File: src/rtl/ace_rd_req_dispatcher_pkg.sv
// Shared types for the ACE read-request dispatcher: FSM state encoding and AR field widths.
package ace_rd_req_dispatcher_pkg;

  localparam int AR_LEN_W = 8;
  localparam int TO_CNT_W = 16;

  typedef enum logic [1:0] {
    RDQ_IDLE  = 2'd0,
    RDQ_REQ   = 2'd1,
    RDQ_WRITE = 2'd2,
    RDQ_GAP   = 2'd3
  } rdq_state_e;

endpackage

File: src/rtl/ace_rd_req_dispatcher.sv
// ACE slave read-path front stage: takes one AR request, asks the allocator for a descriptor,
// writes the captured AR fields into it. Optional allocation timeout: ACE_RD_REQ_TIMEOUT_EN.
module ace_rd_req_dispatcher
  import ace_rd_req_dispatcher_pkg::*;
#(
  parameter int ADDR_WIDTH = 64,
  parameter int ID_WIDTH   = 16,
  parameter int MAX_DESC   = 8,
  parameter int TO_CYCLES  = 256,
  localparam int DESC_IDX_WIDTH = $clog2(MAX_DESC)
) (
  input  logic                      clk_i,
  input  logic                      reset_i,
  input  logic                      ar_valid_i,
  output logic                      ar_ready_o,
  input  logic [ADDR_WIDTH-1:0]     ar_addr_i,
  input  logic [AR_LEN_W-1:0]       ar_len_i,
  input  logic [ID_WIDTH-1:0]       ar_id_i,
  output logic                      txn_valid_o,
  input  logic                      desc_alc_valid_i,
  input  logic [DESC_IDX_WIDTH-1:0] desc_alc_idx_i,
  output logic                      desc_wr_en_o,
  output logic [DESC_IDX_WIDTH-1:0] desc_wr_idx_o,
  output logic [ADDR_WIDTH-1:0]     desc_wr_addr_o,
  output logic [AR_LEN_W-1:0]       desc_wr_len_o,
  output logic [ID_WIDTH-1:0]       desc_wr_id_o,
  output logic [MAX_DESC-1:0]       busy_set_o,
  output logic                      alloc_timeout_o
);

  rdq_state_e                state_q;
  logic                      ar_ready_q;
  logic                      txn_valid_q;
  logic                      desc_wr_en_q;
  logic [DESC_IDX_WIDTH-1:0] desc_wr_idx_q;
  logic [ADDR_WIDTH-1:0]     desc_wr_addr_q;
  logic [AR_LEN_W-1:0]       desc_wr_len_q;
  logic [ID_WIDTH-1:0]       desc_wr_id_q;
  logic [MAX_DESC-1:0]       busy_set_q;
  logic [ADDR_WIDTH-1:0]     cap_addr_q;
  logic [AR_LEN_W-1:0]       cap_len_q;
  logic [ID_WIDTH-1:0]       cap_id_q;
  logic [MAX_DESC-1:0]       busy_set_d;
  logic                      req_accept_s;

  assign req_accept_s = (state_q == RDQ_IDLE) && ar_valid_i;

  // One-hot decode of the granted index for the busy_set pulse
  always_comb begin
    busy_set_d = '0;
    for (int i = 0; i < MAX_DESC; i++) begin
      busy_set_d[i] = (desc_alc_idx_i == DESC_IDX_WIDTH'(i));
    end
  end

  // Request FSM with registered outputs; write strobes default low every cycle
  always_ff @(posedge clk_i) begin
    if (reset_i) begin
      state_q        <= RDQ_IDLE;
      ar_ready_q     <= 1'b1;
      txn_valid_q    <= 1'b0;
      desc_wr_en_q   <= 1'b0;
      desc_wr_idx_q  <= '0;
      desc_wr_addr_q <= '0;
      desc_wr_len_q  <= '0;
      desc_wr_id_q   <= '0;
      busy_set_q     <= '0;
      cap_addr_q     <= '0;
      cap_len_q      <= '0;
      cap_id_q       <= '0;
    end else begin
      desc_wr_en_q <= 1'b0;
      busy_set_q   <= '0;
      case (state_q)
        RDQ_IDLE: begin
          if (ar_valid_i) begin
            cap_addr_q  <= ar_addr_i;
            cap_len_q   <= ar_len_i;
            cap_id_q    <= ar_id_i;
            ar_ready_q  <= 1'b0;
            txn_valid_q <= 1'b1;
            state_q     <= RDQ_REQ;
          end else begin
            ar_ready_q <= 1'b1;
          end
        end
        RDQ_REQ: begin
          // With no free descriptor we simply wait here, which backpressures AR
          if (desc_alc_valid_i) begin
            txn_valid_q    <= 1'b0;
            desc_wr_en_q   <= 1'b1;
            busy_set_q     <= busy_set_d;
            desc_wr_idx_q  <= desc_alc_idx_i;
            desc_wr_addr_q <= cap_addr_q;
            desc_wr_len_q  <= cap_len_q;
            desc_wr_id_q   <= cap_id_q;
            state_q        <= RDQ_WRITE;
          end else begin
            txn_valid_q <= 1'b1;
          end
        end
        RDQ_WRITE: begin
          state_q <= RDQ_GAP;
        end
        RDQ_GAP: begin
          // One dead cycle guarantees the allocator sees a fresh txn_valid edge
          ar_ready_q <= 1'b1;
          state_q    <= RDQ_IDLE;
        end
        default: begin
          ar_ready_q  <= 1'b1;
          txn_valid_q <= 1'b0;
          state_q     <= RDQ_IDLE;
        end
      endcase
    end
  end

`ifdef ACE_RD_REQ_TIMEOUT_EN
  logic [TO_CNT_W-1:0] to_cnt_q;
  logic                alloc_timeout_q;

  // Allocation watchdog: counts REQ cycles, flag is sticky until reset
  always_ff @(posedge clk_i) begin
    if (reset_i) begin
      to_cnt_q        <= '0;
      alloc_timeout_q <= 1'b0;
    end else if (req_accept_s) begin
      to_cnt_q <= '0;
    end else if (state_q == RDQ_REQ) begin
      to_cnt_q <= to_cnt_q + 16'd1;
      if (to_cnt_q == TO_CNT_W'(TO_CYCLES - 1)) begin
        alloc_timeout_q <= 1'b1;
      end
    end else begin
      to_cnt_q <= to_cnt_q;
    end
  end

  assign alloc_timeout_o = alloc_timeout_q;
`else
  logic unused_s;
  assign unused_s        = req_accept_s ^ (TO_CYCLES == 0);
  assign alloc_timeout_o = 1'b0;
`endif

  assign ar_ready_o     = ar_ready_q;
  assign txn_valid_o    = txn_valid_q;
  assign desc_wr_en_o   = desc_wr_en_q;
  assign desc_wr_idx_o  = desc_wr_idx_q;
  assign desc_wr_addr_o = desc_wr_addr_q;
  assign desc_wr_len_o  = desc_wr_len_q;
  assign desc_wr_id_o   = desc_wr_id_q;
  assign busy_set_o     = busy_set_q;

endmodule

File: config.mk
export PLATFORM = sky130hd
export DESIGN_NAME = ace_rd_req_dispatcher
export DESIGN_NICKNAME = d
export VERILOG_FILES = /design/src/rtl/ace_rd_req_dispatcher_pkg.sv /design/src/rtl/ace_rd_req_dispatcher.sv
export SDC_FILE = /design/constraint.sdc
export NUM_CORES = 1
export LEC_CHECK = 0
export CELL_PAD_IN_SITES_DETAIL_PLACEMENT = 1
export CELL_PAD_IN_SITES_GLOBAL_PLACEMENT = 2
export CORE_MARGIN = 3
export CORE_UTILIZATION = 31
export DETAILED_ROUTE_END_ITERATION = 16
export DONT_BUFFER_PORTS = 1
export HOLD_SLACK_MARGIN = 0.02
export PLACE_DENSITY = 0.71
export REMOVE_ABC_BUFFERS = 1
export SLEW_MARGIN = 20
export SYNTH_ARGS = -nofsm -noshare
export SYNTH_HDL_FRONTEND = slang
export SYNTH_SLANG_ARGS = --single-unit
File: constraint.sdc
create_clock -name clk_i -period 1.4 [get_ports clk_i]
set_input_delay 0.14 -clock clk_i [delete_from_list [all_inputs] [get_ports clk_i]]
set_output_delay 0.14 -clock clk_i [all_outputs]
set_load 0.005 [all_outputs]
; ---- Word level (Yosys, flattened, before mapping)
; Cells that the tools add are included.
; Widths: inputs -> output; s select.
[word_totals]
wordCells = 45
output_inout_bits = 103
ff_bits = 192
input_bits = 95
[classes]
n_eq_ne = 12
muxes = 9
bitwise = 2
reduce_logical = 10
[ops]
columns = cell, count
row1 = $eq 3x3->1 const B, 4
row2 = $pmux 2 s4, 1
row3 = $reduce_and 2->1, 4
row4 = $eq 3x2->1 const B, 2
row5 = $eq 2x2->1 const B, 2
row6 = $mux 1, 4
row7 = $mux 2, 2
row8 = $ne 2x2->1 const B, 2
row9 = $pmux 1 s2, 2
row10 = $reduce_bool 2->1, 2
row11 = $eq 3x1->1 const B, 1
row12 = $logic_not 3->1, 1
row13 = $reduce_or 3->1, 1
row14 = $eq 2x1->1 const B, 1
row15 = $logic_not 2->1, 1
row16 = $not 1->1, 2
row17 = $reduce_or 2->1, 1

; ---- Depth between registers and ports, before layout
[logic_depth]
word_depth = 3
ltp_mapped = 8
depth_no_buf = 5

; ---- Worst setup path before layout
; No wires, ideal clock.
[synth_path]
kind = flip-flop to flip-flop
from = register state_q[0]
to = register state_q[0]
arrival_time_ps = 1355
path_buffers = 0
required_time_ps = 1313
synth_period_minus_slack_ps = 1442
path_slack_ps = -42
stages_incl_launch_ff = 6
setup_ps = 87
path_cell_list = dfxtp_1 inv_1 ha_1 nor2b_1 or4_1 o31ai_1
[synth_via]
elab_chain_cells = 3
word_cells_on_any_way = 8
cone_classes = 5 x eq/ne / 1 x mux / 2 x reduce/logical
[synth_rtl]
columns = item, line
row1 = "start, declared", ace_rd_req_dispatcher.sv:31  ; rdq_state_e state_q;
row2 = "start signal, assigned", ace_rd_req_dispatcher.sv:59  ; state_q <= RDQ_IDLE;
row3 = "start signal, assigned", ace_rd_req_dispatcher.sv:82  ; state_q <= RDQ_REQ;
row4 = "start signal, assigned", ace_rd_req_dispatcher.sv:97  ; state_q <= RDQ_WRITE;
row5 = $eq 2x1->1 / $logic_not 2->1 (equally long branches), ace_rd_req_dispatcher.sv:74  ; case (state_q)
row6 = $ne 2x2->1 (no source line), --
row7 = $reduce_and 2->1 (no source line), --
; Parallel ways exist; a longest one is shown, timed or not.
; A chain may end at the register's enable or synchronous reset.

; ---- Worst setup path after layout
; Same ends and word-level chain as after synthesis.

==> out/metrics.cfg <==
[global_routing]
grt_pass1_wl_um=30200
overflow=0
grt_usage_pct=15.9
grt_max_degree=191
antenna_found_initial=0
grt_pass1_vias=5627

[finish]
instances_no_fill=1148
final_area_um2=8750
nFillCells=2448
layout.nets=961
drive_gt1_share_pct=18.0
regArea_um2=3850
area_growth_pct=30.1
multi_input_area_um2=2880
insertedDiodeCount=0

[synthesis]
synth_flop_cell=dfxtp_1
synthAdderAreaFrac_pct=1.12
synth_area_per_cell_um2=8.08
synth-xor-area-share_pct=0
synthMuxAreaShare_pct=0
yosysWarnings=0
synthArstFlopShare_pct=0
syn_inst=832
synth-edff-count=0
synth.area.top_cells=dfxtp_1 (57%), nand2_1 (20%), a21oi_1 (13%), buf_4 (1.5%), clkbuf_1 (1.3%)
synth-compound-area-share_pct=14.4
synth_seq_cells=192
synthDistinctLibCells=27
ys_seq_area_share_pct=57.2
yosys.area_share.simple_pct=22.2
synth_top_area_cell=dfxtp_1
yosysTopAreaCellShare_pct=57.2
synth_area_um2=6720
synth_top_family_by_area=simple AND/OR/NAND/NOR gates

[clock_tree]
cts_root_buffer=clkbuf_16
clk_pin_slew_worst_paths_ps=80
cts_sinks=192
insertion_delay_ps=420
cts_tree=built
cts_buffer_depth=2
htree_levels=4
cts_made_buffers=17

[route]
first_iter_violations=264
wl_per_cell_um=18.8
vias=5606
drc_errors=0
drt_first_pass_iters=4
final_antenna_net_count=0
via_per_inst=4.88
drt-total-wl_um=21500

[timing]
max_clock_freq_mhz=687
rsz0062_at_grt=yes
whs_ps=-225
tns_ps=-91.7
hold_viol=152
setup_violations=3
layout_setup_ws_ps=-55.1
maxSlewViolCount=0
fin_crit_sh_pct=104
fin_skew_ps=8.86
period_minus_slack_ps=1460

[placed_design]
routabilityCongestion=0.772
dp_hpwl_um=12400
place_area_um2=7080
placed_cells=1068
io_buffers=0

[floorplanning]
core_area_um2=21200
dieArea_um2=23500
ios=198
die_w_um=153
start_util_pct=31.8
fp.dieH_um=153
placementRows=53

[setup_path]
required_ps=1730
reg2reg_from=state_q[0]
arrival_ps=1780
cp_cell_sequence=buf_6 -> ha_4 -> nor2b_4 -> or4_1 -> o31ai_2
worst_path_largest_cell_delay_ps=530
path_class=flop to flop
reg2regPathDepth=5
worstReg2RegEnd=state_q[0]
r2r_slack_ps=-60
cp_max_fo=3
crit_path_end_kind=flop
startpoint_type=flop
cpMaxStageDelayCell=or4_1

[worst_hold_path]
hold_depth=1
hp-start=reset_i
hold_class=input port to flop
whs_endpoint=desc_wr_addr_o[13]

[pwr]
leakage_nw=3.24
max-vdd-ir-drop_mv=0.731
power_mw=16.1
power_density_nw_per_um2=1840

[flow_run]
cap_violations=0

[status]
status=complete, but fails checks
violations=negative hold slack, negative setup slack

## Yosys cell counts, drive strengths merged, types with 2 or more instances
master	n
nand2	360
dfxtp	192
a21oi	180
buf	37
clkbuf	24
ha	6
nor2	6
nor3	4
inv	3
nand2b	3
and2	2
nor2b	2
nor4	2
o31ai	2
or4	2
## timing repair
| action | CTS | global route |
|---|---|---|
| gates resized for setup | 18 | 80 |
| hold buffers | 6 | 19 |
| buffers inserted | 7 | 0 |
| setup endpoints to repair | 188 | 139 |
| pin swaps | 2 | 55 |
| endpoints found under the hold margin | 192 | 186 |
| gates cloned | 1 | 15 |
## how the worst max path moves through the flow
stage	cells past startpoint	startpoint	end
after global routing	5	state_q[1]	state_q[0]
after CTS	5	state_q[0]	state_q[0]
after floorplan	5	state_q[1]	busy_set_o[5]
final	5	state_q[0]	state_q[0]
after global placement	5	state_q[0]	state_q[0]
after detailed placement	5	state_q[1]	state_q[0]
## stage by stage
stage          utilization (%)  setup slack (ps)
2_1_floorplan                -             -1390
3_3_place_gp              33.4             -6.72
3_5_place_dp              33.4              -149
4_1_cts                   37.4             -59.2
5_1_grt                   41.3             -78.1
6_report                  41.3             -55.1
## area by class of cell
class / instances / area share, %
Clock buffer: 18 / 5.02
Tap cell: 275 / 3.93
Timing Repair Buffer: 70 / 12.1
Clock inverter: 14 / 1.92
Sequential cell: 192 / 44.0
Multi-Input combinational cell: 576 / 32.9
Inverter: 3 / 0.157
## power breakdown
group          leakage [nW]  total [mW]  internal [mW]  switching, mW
clock network         0.298        5.06           2.75           2.31
registers              1.56        6.60           6.14          0.466
logic                  1.38        4.42           2.02           2.40
total                  3.24        16.1           10.9           5.17
## metal layers
metal	track usage (%)	part of all wire [%]
met3	4.98	5.9
met2	28.2	51
met1	18.1	41
met5	0	0
met4	5.77	1.8
## cell families after synthesis
logic type      count (synthesis)
simple gates                  385
flops                         192
compound gates                184
buf+inv                        64
fa+ha+maj                       6
other cells                     1
## registers in the layout, summed over array words and instances (netlist names), 2 cells and up
name,cells
cap_addr_q,64
desc_wr_idx_o,3
desc_wr_addr_o,64
busy_set_o,8
state_q,2
desc_wr_id_o,16
desc_wr_len_o,8
cap_len_q,8
cap_id_q,16
## cells in the final DEF (no fill, tap or decap), types with 4 or more instances in the layout
cell type	instances
a21oi_1	144
a21oi_2	36
buf_12	12
buf_4	10
buf_6	5
clkbuf_16	29
dfxtp_1	190
dlygate4sd3_1	25
inv_6	4
nand2_1	331
nand2_2	10
nand2_4	17
nor2_1	6
nor3_1	4
## critical path, delay by kind of cell (launching register included)
family                   cells  cell delay, ps
buffers and inverters        1             120
AO/OA/AOI/OAI                1              90
flip-flops                   1             340
AND/OR/NAND/NOR              2             650
adder cells (fa/ha/maj)      1             160
(Power assumes the default switching activity.)
